### config.mk
export PLATFORM = sky130hd
export DESIGN_NAME = venom_ammo_ctrl
export DESIGN_NICKNAME = d
export VERILOG_FILES = /design/src/rtl/venom_ammo_ctrl.sv
export SDC_FILE = /design/constraint.sdc
export NUM_CORES = 1
export LEC_CHECK = 0
export ABC_AREA = 1
export CORE_MARGIN = 3
export CORE_UTILIZATION = 44
export CTS_CLUSTER_SIZE = 20
export DETAILED_ROUTE_END_ITERATION = 10
export GPL_ROUTABILITY_DRIVEN = 0
export PLACE_DENSITY_LB_ADDON = 0.15
export SLEW_MARGIN = 25
export SYNTH_ARGS = -nofsm -noshare
export SYNTH_HDL_FRONTEND = slang
export SYNTH_SLANG_ARGS = --single-unit
### constraint.sdc
create_clock -name Clk -period 2.6 [get_ports Clk]
set_clock_uncertainty 0.2 [all_clocks]
set_input_delay 0.26 -clock Clk [delete_from_list [all_inputs] [get_ports Clk]]
set_output_delay 0.26 -clock Clk [all_outputs]
set_load 0.01 [all_outputs]
### src/rtl/venom_ammo_ctrl.sv
// venom_ammo_ctrl: shot/ammo controller for the venom weapon.
// Turns keycode-bus activity into one fire strobe per key press, tracks the
// magazine, and runs a timed reload (manual via reload key, or automatic).
//
// state  | meaning
// -------+-----------------------------------------------------------
// READY  | idle, a fire press is accepted, reload accepted if shots > 0
// HELD   | fire key still down after a shot; waits for release
// EMPTY  | magazine exhausted, fire ignored, waiting to start reload
// RELOAD | reload timer counting down; keys ignored until it expires
module venom_ammo_ctrl #(
   parameter int KEY_SLOTS      = 2,
   parameter int MAX_SHOTS      = 3,
   parameter int RELOAD_CYCLES  = 50000000,
   parameter int AUTO_RELOAD    = 0,
   localparam int CW            = $clog2(MAX_SHOTS + 1)
) (
   input  logic                   Clk,
   input  logic                   Reset,
   input  logic [8*KEY_SLOTS-1:0] keycode,
   input  logic [7:0]             fire_key,
   input  logic [7:0]             reload_key,
   output logic [CW-1:0]          shots_used,
   output logic                   fire_pulse,
   output logic                   empty,
   output logic                   reloading
);

   // Timer only ever holds RELOAD_CYCLES-1 down to 0.
   localparam int TW = (RELOAD_CYCLES > 1) ? $clog2(RELOAD_CYCLES) : 1;
   localparam logic [TW-1:0] TIMER_LOAD = TW'(RELOAD_CYCLES - 1);
   localparam logic [CW-1:0] SHOTS_MAX  = CW'(MAX_SHOTS);

   typedef enum logic [1:0] {
      S_READY  = 2'd0,
      S_HELD   = 2'd1,
      S_EMPTY  = 2'd2,
      S_RELOAD = 2'd3
   } state_t;

   state_t          state, state_n;
   logic [TW-1:0]   timer, timer_n;
   logic [CW-1:0]   shots_n;
   logic            pulse_n;
   logic            fire_match, reload_match;
   logic            fire_hit, reload_hit;

   // Key detection: any slot matching counts once; a zero key never matches
   // so idle slots (0x00) cannot trigger an unassigned action.
   always_comb begin
      fire_match   = 1'b0;
      reload_match = 1'b0;
      for (int i = 0; i < KEY_SLOTS; i++) begin
         if (keycode[8*i +: 8] == fire_key)   fire_match   = 1'b1;
         if (keycode[8*i +: 8] == reload_key) reload_match = 1'b1;
      end
      fire_hit   = fire_match   && (fire_key   != 8'h00);
      reload_hit = reload_match && (reload_key != 8'h00);
   end

   // Next-state, next shot count, next timer and strobe decision.
   always_comb begin
      state_n = state;
      shots_n = shots_used;
      timer_n = timer;
      pulse_n = 1'b0;
      case (state)
         S_READY: begin
            if (fire_hit && (shots_used != SHOTS_MAX)) begin
               shots_n = shots_used + CW'(1);
               pulse_n = 1'b1;
               state_n = S_HELD;
            end else if (reload_hit && (shots_used != '0)) begin
               timer_n = TIMER_LOAD;
               state_n = S_RELOAD;
            end
         end
         S_HELD: begin
            if (!fire_hit) begin
               state_n = (shots_used == SHOTS_MAX) ? S_EMPTY : S_READY;
            end
         end
         S_EMPTY: begin
            if ((AUTO_RELOAD != 0) || reload_hit) begin
               timer_n = TIMER_LOAD;
               state_n = S_RELOAD;
            end
         end
         S_RELOAD: begin
            if (timer == '0) begin
               shots_n = '0;
               // A key still held from before the reload must be released
               // and pressed again before it fires.
               state_n = fire_hit ? S_HELD : S_READY;
            end else begin
               timer_n = timer - TW'(1);
            end
         end
         default: state_n = S_READY;
      endcase
   end

   // State and registered outputs; flags follow the state being entered.
   always_ff @(posedge Clk) begin
      if (Reset) begin
         state      <= S_READY;
         timer      <= '0;
         shots_used <= '0;
         fire_pulse <= 1'b0;
         empty      <= 1'b0;
         reloading  <= 1'b0;
      end else begin
         state      <= state_n;
         timer      <= timer_n;
         shots_used <= shots_n;
         fire_pulse <= pulse_n;
         empty      <= (state_n == S_EMPTY);
         reloading  <= (state_n == S_RELOAD);
      end
   end

endmodule

[After elaboration in Yosys (flattened, before gate mapping)]
Cells that the tools add are included.
Storage, ports and cells
  memory bits (writable): 0
  input bits: 34
  bits in latches: 0
  memories kept: 0
  flip-flop bits (word level): 33
  ROM bits: 0
  output and inout port bits: 5
  word-level logic and storage cells: 61
Operators by class
  multiply operators: 0
  bitwise operators: 1
  multiplexer cells: 21
  shifts and indexed selects: 0
  $lt $le $gt $ge: 0
  $add $sub $neg: 2
  div/mod/pow operators: 0
  equal/unequal tests: 17
  reductions and logical operators: 14
Operators with widths (count)
  $mux 26: 4
  $pmux 26 s3: 1
  $eq 8x8->1: 4
  $logic_not 26->1: 1
  $sub 26x1->26 const B: 1
  $mux 2: 8
  $reduce_bool 8->1: 2
  $ne 2x2->1 const B: 7
  $eq 2x2->1 const B: 5
  $pmux 2 s4: 1
  $mux 1: 6
  $reduce_and 5->1: 1
  $logic_and 1x1->1: 4
  $pmux 2 s2: 1
  $reduce_bool 2->1: 2
  $reduce_and 3->1: 1
  $reduce_bool 3->1: 1
  $add 2x1->2 const B: 1
  $eq 2x1->1 const B: 1
  $logic_not 2->1: 1
  $reduce_or 2->1: 1
  $not 1->1: 1

[Depth between registers and ports, before layout]
  word-level depth: 9
  gate-level depth with buffers: 15
  mapped depth without buffers: 14

[Least setup slack after synthesis]
No wires, ideal clock.
  kind: register -> register
  start point: register timer[0]
  end point: register timer[6]
  buffers on the path: 1
  data required time: 2.283 ns
  cell stages (with the launch flop): 14
  setup slack: 0.653 ns
  data arrival time: 1.630 ns
  cells stage by stage: dfxtp_1 inv_1 ha_1 nand2_2 nor2_8 nand2_2 nor2_4 nand3_2 a21boi_4 nand3_4 inv_4 buf_6 nor2_1 nor2_1
Between the ends
  cells in the longest elaborated chain, start to end: 3
  elaborated cells on any way between the ends: 6
  those cells by class: add/sub (1); eq/ne (1); mux (2); reduce/logical (2)
RTL lines
  start: declaration: line 42  | logic [TW-1:0] timer, timer_n;
  start signal: assignment: line 114  | timer <= timer_n;
  $sub 26x1->26 or $logic_not 26->1 (tied branches): line 96, 90
  $mux 26 or $ne 2x2->1 (tied branches)
  $pmux 26 s3 or $reduce_and 5->1 (tied branches)
Parallel ways exist; a longest one is shown, timed or not. The select of a mux whose other input is x is not followed.
A chain may end at the register's enable or synchronous reset.

[Final worst setup path]
  start point: register timer[0]
  end point: register timer[24]
The elaborated chain is that of the path after synthesis.

==> impl_table.tex <==
\begin{tabular}{lr}
\hline
Metric & Value \\
\hline
\multicolumn{2}{l}{\textbf{Outcome}} \\
\quad Status & complete, no violations \\
\multicolumn{2}{l}{\textbf{Route}} \\
\quad DR DRC count & 0 \\
\quad Drt total wl & 6.556 mm \\
\quad Routed wire length per instance & 11.60 µm \\
\quad Antenna Violating Nets Remaining & 0 \\
\quad 1st-iter DRT viols & 176 \\
\quad Vias per Instance & 4.913 \\
\quad Drt first pass iters & 4 \\
\quad Via count & 2,776 \\
\multicolumn{2}{l}{\textbf{Power and ir drop}} \\
\quad Power consumption & 2.881 mW \\
\quad Leak pwr & 1.531 nW \\
\quad Worst voltage drop across the vdd grid & 0.7229 mV \\
\quad Total power divided by cell area & 894.0 mW/mm² \\
\multicolumn{2}{l}{\textbf{CTS}} \\
\quad Max Buffers Root-to-Sink & 2 \\
\quad Clock buffer count from CTS & 5 \\
\quad Clock-pin transition on the worst setup and hold timing paths & 0.07 ns \\
\quad Number of clock sinks seen by CTS & 33 \\
\quad Max H-tree Level & 2 \\
\quad Number of buffers inserted to repair setup after CTS & 0 \\
\quad Number of gates resized after CTS & 0 \\
\quad Count of hold-fix buffers inserted at cts & 0 \\
\quad CTS tree & built \\
\quad CTS Root Buffer Type & sky130\_fd\_sc\_hd\_\_clkbuf\_8 \\
\quad Worst skew pair latency & 0.28 ns \\
\multicolumn{2}{l}{\textbf{Synthesis}} \\
\quad Total standard cell area after synthesis & 0.002643 mm² \\
\quad Synth cell types & 31 \\
\quad Sequential share of the synthesized area & 0.2500 \\
\quad Fraction of post-synthesis cell area in the top cell type by area & 0.2500 \\
\quad Post-synth top area cell & sky130\_fd\_sc\_hd\_\_dfxtp\_1 \\
\quad Leading cell types by total area after synthesis & sky130\_fd\_sc\_hd\_\_dfxtp\_1 25\%, sky130\_fd\_sc\_hd\_\_nand2\_1 18\%, sky130\_fd\_sc\_hd\_\_nor2\_1 11\%, sky130\_fd\_sc\_hd\_\_inv\_1 7.8\%, sky130\_fd\_sc\_hd\_\_nand3\_1 7.6\% \\
\quad Synthesized net count & 485 \\
\quad Synth Warn \# & 0 \\
\quad Number of instances in the synthesized netlist & 448 \\
\quad Post-Synthesis Mean Instance Area & 5.899 µm² \\
\quad Number of storage elements in the synthesis netlist & 33 \\
\multicolumn{2}{l}{\textbf{Floorplan}} \\
\quad Initial Utilization & 0.4684 \\
\quad Horiz. Die Dim & 83.50 µm \\
\quad Core area & 0.005642 mm² \\
\quad Height of the die & 83.50 µm \\
\quad Die footprint & 0.006971 mm² \\
\quad Std cell rows & 27 \\
\quad IO Count & 39 \\
\multicolumn{2}{l}{\textbf{Global routing}} \\
\quad Overall track demand over capacity in global routing & 0.1952 \\
\quad Overall overflow remaining after global route & 0 \\
\quad Via count of the first global-routing pass & 2,638 \\
\quad Maximum number of pins on one net before global-route repair & 19 \\
\quad First-pass GRT wire length & 11.63 mm \\
\quad Antenna violations before repair & 0 \\
\multicolumn{2}{l}{\textbf{Layout}} \\
\quad Design Area, Final & 0.003223 mm² \\
\quad Net count, final & 529 \\
\quad Ant diodes & 0 \\
\quad Layout cells sized above 1 & 0.08519 \\
\quad Most frequent standard cell in the layout excluding fill and tap cells & sky130\_fd\_sc\_hd\_\_nand2\_1 \\
\quad Synth-to-layout area growth & 21.97\% \\
\quad Highest-count cells in the layout ignoring fill and taps & 126 x sky130\_fd\_sc\_hd\_\_nand2\_1, 80 x sky130\_fd\_sc\_hd\_\_nor2\_1, 55 x sky130\_fd\_sc\_hd\_\_inv\_1 \\
\multicolumn{2}{l}{\textbf{STA}} \\
\quad Number of hold violations in the final report & 0 \\
\quad RSZ-0062 raised after global routing & no \\
\quad Worst-case headroom to the max-slew limit & 0.6707 \\
\quad Tcrit/Tclk final & 0.8403 \\
\quad Transition at the pin with the smallest max-transition slack & 0.4934 ns \\
\quad Worst Slack Setup Final & 0.4152 ns \\
\quad Tmin final & 2.185 ns \\
\quad Final sum of negative setup slack & 0 ns \\
\quad Highest clock frequency the design can meet & 457.7 MHz \\
\quad Final slew viol count & 0 \\
\quad Setup violation total in the final timing report & 0 \\
\multicolumn{2}{l}{\textbf{Critical path}} \\
\quad CP max stage cell & sky130\_fd\_sc\_hd\_\_dfxtp\_1 \\
\quad Crit Path Class & flop to flop \\
\quad CP max stage delay & 0.31 ns \\
\quad Data arrival time of the critical path & 2.19 ns \\
\quad Critical path required time & 2.61 ns \\
\quad Critical Path Sink Type & flop \\
\quad Crit-path cells & inv\_1 -> ha\_1 -> nand2\_2 -> nor2\_8 -> nand2\_2 -> nor2\_4 -> nand3\_2 -> a21boi\_4 -> nand3\_4 -> buf\_12 -> nand2\_1 -> a21oi\_1 \\
\quad Max Fanout on Critical Path & 10 \\
\quad Critical path launch point type & flop \\
\quad Most common cell on crit path & sky130\_fd\_sc\_hd\_\_nand2\_2 \\
\multicolumn{2}{l}{\textbf{Placement}} \\
\quad Post-placement cell area & 0.003141 mm² \\
\quad Place WS & 0.1914 ns \\
\quad Port bufs & 38 \\
\quad HPWL after DPL & 5.028 mm \\
\multicolumn{2}{l}{\textbf{Job}} \\
\quad Count of maximum capacitance violations & 0 \\
\multicolumn{2}{l}{\textbf{Hold path}} \\
\quad Worst hold path type & flop to flop \\
\hline
\end{tabular}
[cell usage after synthesis]
cell / number
sky130_fd_sc_hd__nand2_2: 6
sky130_fd_sc_hd__inv_2: 3
sky130_fd_sc_hd__or2_2: 1
sky130_fd_sc_hd__nand2_1: 126
sky130_fd_sc_hd__inv_4: 1
sky130_fd_sc_hd__nor4_1: 6
sky130_fd_sc_hd__nor2_8: 1
sky130_fd_sc_hd__xnor2_1: 19
sky130_fd_sc_hd__buf_2: 1
sky130_fd_sc_hd__nor3_1: 3
sky130_fd_sc_hd__buf_1: 1
sky130_fd_sc_hd__dfxtp_1: 33
sky130_fd_sc_hd__o21ai_0: 15
sky130_fd_sc_hd__nor2_1: 80
sky130_fd_sc_hd__buf_6: 3
sky130_fd_sc_hd__nand3_1: 40
sky130_fd_sc_hd__clkbuf_1: 4
sky130_fd_sc_hd__nor2_4: 3
sky130_fd_sc_hd__nand3b_1: 1
sky130_fd_sc_hd__nand3_2: 2
sky130_fd_sc_hd__o31ai_1: 1
sky130_fd_sc_hd__a21boi_4: 1
sky130_fd_sc_hd__inv_1: 55
sky130_fd_sc_hd__a21oi_1: 21
sky130_fd_sc_hd__nand3_4: 1
sky130_fd_sc_hd__nor2_2: 7
sky130_fd_sc_hd__nand2_4: 1
sky130_fd_sc_hd__and2_1: 1
sky130_fd_sc_hd__ha_1: 3
sky130_fd_sc_hd__xor2_1: 4
sky130_fd_sc_hd__nand4_1: 4
[critical path, delay by kind of cell, from the launching register on]
family                     cells  cell delay [ns]
AOI/OAI and AO/OA              2             0.30
adders and majority gates      1             0.25
buffers and inverters          2             0.22
DFF                            1             0.31
and+or+nand+nor                7             0.84
[registers in the layout, summed over array words and instances, names as in the netlist]
| name | cells |
|---|---|
| fire_pulse | 1 |
| shots_used | 2 |
| timer | 26 |
| empty | 1 |
| reloading | 1 |
| state | 2 |
[logic make-up after synthesis]
| kind of cell | Yosys count | synth area share |
|---|---|---|
| and+or+nand+nor | 283 | 0.4749 |
| buffers and inverters | 68 | 0.1065 |
| AOI/OAI and AO/OA | 38 | 0.07813 |
| DFF | 33 | 0.2500 |
| xor gates and xnor gates | 23 | 0.07623 |
| adders and majority gates | 3 | 0.01421 |
[where the power goes]
part           total, mW  leakage (nW)  internal (mW)  switching, mW
Combinational       1.81          1.22          0.666           1.14
Clock              0.376        0.0450          0.186          0.190
Sequential         0.696         0.267          0.606         0.0899
Total               2.88          1.53           1.46           1.42
[cell type report]
cell class / instances / area, µm²
timing repair buffer: 46 / 465.4
clock inverter: 2 / 10.01
tap: 72 / 90.09
inverter: 59 / 224.0
sequential: 33 / 660.6
fill: 584 / 2419
multi-input combinational: 347 / 1700
clock buffer: 6 / 72.57
[final timing paths]
kind,slack (ns),cells past startpoint,from,to
max reg2reg,0.42,12,timer[0]$_SDFFE_PP0P_,timer[24]$_SDFFE_PP0P_
min reg2reg,0.28,2,timer[0]$_SDFFE_PP0P_,timer[0]$_SDFFE_PP0P_
max,0.42,12,timer[0]$_SDFFE_PP0P_,timer[24]$_SDFFE_PP0P_
min,0.28,2,timer[0]$_SDFFE_PP0P_,timer[0]$_SDFFE_PP0P_
[layer usage]
layer  wire length, µm  track usage  up-vias
met5                 0            0        -
met4                55      0.04678        0
met3               340      0.03258        7
met2              2898       0.3141       64
met1              3262       0.2727     1222
li1                  -            -     1483
[metrics by stage]
stage,hold WS (ns),util,cells
floorplan,0.2401,-,448
CTS,0.2880,0.5713,565
finish,0.2849,0.5713,565
global placement,0.2521,0.5567,557
detailed placement,0.2595,0.5567,557
global route,0.3347,0.5713,565
No activity file was read; power rests on OpenSTA's default activity.
